**src/rtl/encoder_32to5_rr.sv**
```systemverilog
// encoder_32to5_rr
//
// Round-robin 32-to-5 request encoder with a one-deep output register.
// Requests are OR-merged into a registered pending set. Whenever the
// output slot is free, or is being accepted this edge, one pending
// request is granted. The search starts at the rotating pointer and
// wraps mod 32. The granted bit is removed from the pending set and
// its binary index is presented on idx_out with a valid/ready handshake.
//
// Ports
//   clk        in   1   rising-edge clock
//   reset      in   1   synchronous, active-high reset
//   req_in     in  32   request vector, bit i requests index i
//   req_load   in   1   merge req_in into pending at the edge
//   idx_ready  in   1   consumer accepts idx_out when idx_valid is high
//   idx_out    out  5   granted index
//   idx_valid  out  1   idx_out holds a granted, not yet accepted index
//   pending    out 32   registered set of requests not yet granted
//   empty      out  1   nothing pending and nothing held on the output

module encoder_32to5_rr (
    input  logic        clk,
    input  logic        reset,
    input  logic [31:0] req_in,
    input  logic        req_load,
    input  logic        idx_ready,
    output logic [4:0]  idx_out,
    output logic        idx_valid,
    output logic [31:0] pending,
    output logic        empty
);

    localparam logic [0:0] EMPTY = 1'b0;
    localparam logic [0:0] HOLD  = 1'b1;

    logic [0:0]  state;
    logic [4:0]  ptr;
    logic [4:0]  grant_idx;
    logic [4:0]  cand;
    logic        any_pending;
    logic        slot_open;
    logic        take;
    logic [31:0] grant_onehot;
    logic [31:0] load_bits;

    // Round-robin search over the registered pending set only, so a
    // request arriving this cycle can never be granted on the same edge.
    // Offsets are scanned from high to low so that the smallest offset
    // from ptr is the one left in grant_idx. The 5-bit add wraps mod 32.
    always_comb begin
        grant_idx = 5'd0;
        cand      = 5'd0;
        for (int k = 31; k >= 0; k--) begin
            cand = ptr + 5'(k);
            if (pending[cand]) begin
                grant_idx = cand;
            end
        end
    end

    // The slot is open when nothing is held, or when the held index is
    // accepted on this edge. idx_ready is irrelevant in EMPTY.
    always_comb begin
        any_pending  = |pending;
        slot_open    = (state == EMPTY) || idx_ready;
        take         = slot_open && any_pending;
        grant_onehot = take ? (32'd1 << grant_idx) : 32'd0;
        load_bits    = req_load ? req_in : 32'd0;
    end

    // Clear is applied before set, so a bit that is granted and
    // re-requested on the same edge stays pending for a later grant.
    always_ff @(posedge clk) begin
        if (reset) begin
            pending <= 32'd0;
            ptr     <= 5'd0;
            idx_out <= 5'd0;
            state   <= EMPTY;
        end else begin
            pending <= (pending & ~grant_onehot) | load_bits;
            if (take) begin
                idx_out <= grant_idx;
                state   <= HOLD;
                ptr     <= grant_idx + 5'd1;
            end else if (slot_open) begin
                state   <= EMPTY;
            end
        end
    end

    assign idx_valid = (state == HOLD);
    assign empty     = (pending == 32'd0) && (state == EMPTY);

endmodule

```
**config.mk**
```make
export PLATFORM = sky130hd
export DESIGN_NAME = encoder_32to5_rr
export DESIGN_NICKNAME = d
export VERILOG_FILES = /design/src/rtl/encoder_32to5_rr.sv
export SDC_FILE = /design/constraint.sdc
export NUM_CORES = 1
export LEC_CHECK = 0
export ABC_CLOCK_PERIOD_IN_PS = 7200
export CORE_UTILIZATION = 55
export CTS_CLUSTER_SIZE = 8
export DETAILED_ROUTE_END_ITERATION = 12
export PLACE_DENSITY = 0.77
export SYNTH_ARGS = -nofsm -noshare
export SYNTH_HDL_FRONTEND = slang
export SYNTH_SLANG_ARGS = --single-unit
export TNS_END_PERCENT = 5
```
**constraint.sdc**
```tcl
create_clock -name clk -period 7.2 [get_ports clk]
set_input_delay 1.8 -clock clk [delete_from_list [all_inputs] [get_ports clk]]
set_output_delay 1.8 -clock clk [all_outputs]
set_load 0.1 [all_outputs]
```
==> impl_metrics.csv <==
group,metric,value,unit
run,maxCapViolCount,0,
setup_path,reg2reg_to,"pending[25]$_SDFF_PP0_",
clock_network,clk_path_buf_depth,2,
floorplanning,initial_utilization,56.3,%
sta,slew_violations,0,
drt,vias_per_cell,7.94,
min_path,min_path_cells,2,
clock_network,worstSkewPairLatency,290,ps
clock_network,path_clk_slew,60,ps
global_routing,antenna_found_initial,0,
synthesis,synth-async-reset-ratio,0,%
drt,drc,0,
synthesis,syn_nets,1032,
min_path,min_to,"idx_out[3]$_SDFFE_PP0P_",
finish,final_core_util,62.8,%
setup_path,reg2reg_slack,1280,ps
sta,setup_tns,0,ps
setup_path,path_class,"reg2reg",
clock_network,cts_root_buf,"clkbuf_16",
placed_design,place_inst,1194,
global_routing,grt.overflow.total,0,
setup_path,arrival,6070,ps
setup_path,end_kind,"flop",
drt,antenna_left,0,
finish,fin_nets,1063,
floorplanning,coreArea,15100,um2
sta,fmax,0.169,GHz
clock_network,numClockSinks,43,
setup_path,critPathLaunchType,"flop",
global_routing,track_usage,43.6,%
outcome,status,"finished clean",
floorplanning,die_h,127,um
floorplanning,core.rowCount,45,
placed_design,placement.io_buffers,74,
clock_network,htreeDepth,2,
sta,tightest_slew,1050,ps
global_routing,grt_pass1_vias,8703,
sta,layout_min_cycle_time,5920,ps
drt,route.final.wire_length,35300,um
setup_path,required,7350,ps
sta,holdWs,468,ps
sta,min_period_over_period,82.2,%
setup_path,cp_max_fo,19,
finish,layout-drive-gt1-share,18.9,%
floorplanning,die_area,16000,um2
sta,fin_skew,6.72,ps
clock_network,postCtsSetupRepairBufs,0,
synthesis,synth_top_flop_cell,"dfxtp_1",
clock_network,cts_tree,"built",
drt,dr.pass1.iters,8,
synthesis,yosysSeqAreaShare,10.1,%
sta,finalHoldViolCount,0,
finish,layout.cells.non_filler,1202,
drt,vias,9541,
sta,finalSetupViolations,0,
clock_network,postCtsHoldBufs,0,
placed_design,gp_congestion,1.14,
synthesis,synth_area,8530,um2
synthesis,synth_cell_types,88,
synthesis,synth_edf_count,0,
setup_path,rr_worst_depth,12,
setup_path,r2r-start,"ptr[0]$_SDFFE_PP0P_",
min_path,hold_start,"idx_out[3]$_SDFFE_PP0P_",
floorplanning,fp.dieW,127,um
drt,first_iter_violations,1561,
min_path,hold_path.class,"reg2reg",
sta,relSlewSlack,29.5,%
floorplanning,io_pins,75,
synthesis,syn_inst,982,
global_routing,grt_max_degree,53,
synthesis,syn_avg_cell_area,8.69,um2
sta,rsz0062_at_grt,"no",
synthesis,synth.ff_latch_count,43,
clock_network,cts_buffers,5,
placed_design,dpl.hpwl,25700,um
finish,syn2layout_area_growth,11.6,%
clock_network,cts_resized,0,
synthesis,yosys_warnings,0,
finish,insertedDiodeCount,0,
global_routing,grt_pass1_wl,52800,um
drt,routedWlPerCell,29.4,um
-- synth_stat cells (14+ instances only) --
master / count / share of area, %
o21ai_0: 46 / 2.7
nand3_1: 25 / 1.5
mux2_2: 26 / 3.4
a311oi_1: 15 / 1.5
mux4_2: 92 / 24
nor3_1: 17 / 1.0
o211ai_1: 16 / 1.4
dfxtp_1: 43 / 10
nand2_1: 102 / 4.5
inv_1: 22 / 0.97
mux2i_1: 70 / 8.2
clkbuf_1: 48 / 2.1
nor2_1: 52 / 2.3
o22ai_1: 14 / 1.0
xnor2_1: 23 / 2.4
ha_1: 14 / 2.1
a21oi_1: 79 / 4.6
-- worst max-delay path, stage by stage, from the launching register on --
cell      delay [ps]
dfxtp_2          570
inv_2            300
ha_1             820
mux4_2           560
mux4_2           570
a21oi_1          520
a21oi_1          140
nor4_1           610
o21ai_1          140
o211ai_1         340
nand2_1          540
o41ai_1          530
a21oi_1          110
-- sequential cells by signal, summed over array words and instances (netlist names) --
signal,count
ptr,5
pending,32
idx_out,5
idx_valid,1
-- how the worst max path moves through the flow --
stage                        start                endpoint  slack, ps
3_3_place_gp   ptr[0]$_SDFFE_PP0P_  pending[15]$_SDFF_PP0_       1560
4_1_cts        ptr[0]$_SDFFE_PP0P_  pending[25]$_SDFF_PP0_       1420
3_5_place_dp   ptr[0]$_SDFFE_PP0P_  pending[25]$_SDFF_PP0_       1440
5_1_grt        ptr[0]$_SDFFE_PP0P_  pending[27]$_SDFF_PP0_       1020
6_report       ptr[0]$_SDFFE_PP0P_  pending[25]$_SDFF_PP0_       1280
2_1_floorplan  ptr[1]$_SDFFE_PP0P_   pending[9]$_SDFF_PP0_       1140
-- per-stage QoR --
stage	cell area (um2)	setup WS, ps
2_1_floorplan	8530	1140
3_3_place_gp	9360	1560
3_5_place_dp	9360	1440
4_1_cts	9520	1420
5_1_grt	9520	1020
6_report	9520	1280
-- layer usage --
metal / track usage (%) / wire, um / up-vias
met5: 0 / 0 / -
met4: 23.9 / 2330 / 0
met3: 14.0 / 5270 / 188
met2: 67.0 / 15300 / 884
met1: 54.4 / 12500 / 4480
li1: - / - / 3989
-- logic make-up after synthesis --
group / share of synthesized area (%)
AOI/OAI and AO/OA: 25.3
and+or+nand+nor: 16.8
muxes: 36.6
buffers and inverters: 5.56
DFF: 10.1
xor gates and xnor gates: 3.58
adders and majority gates: 2.05
-- cells in the final DEF, fill, tap and decap left out, types with 6 or more instances in the layout --
master and instances:
mux2_2 26, nand2b_1 11, nand3_1 25, nand2_1 102
nor3_1 17, nor2b_1 6, a311oi_1 15, and3_1 6
dfxtp_1 41, mux2i_1 70, a311oi_2 7, or3_1 10
o211ai_1 16, a21boi_0 12, ha_1 14, o21a_1 7
and2_1 9, a211oi_1 12, o22ai_1 14, a21oi_1 79
o31ai_1 6, clkdlybuf4s50_1 74, nor4_1 12, xnor2_1 23
mux4_2 92, o2111ai_1 6, nand4_1 11, buf_4 28
inv_1 22, nor2_1 52, a31oi_1 9, o41ai_1 9
o21ai_0 46
-- final cells by class --
type / instances / area [um2]
clock inverters: 1 / 7.51
multi-input cells: 834 / 7200
inverters: 27 / 101
flip-flops and latches: 43 / 866
fillers: 1288 / 5630
repair buffers: 102 / 951
clock buffers: 7 / 153
well taps: 188 / 235
Power is not shown: default switching activity piles up to over one toggle a cycle in this logic, so the estimate is an artifact.
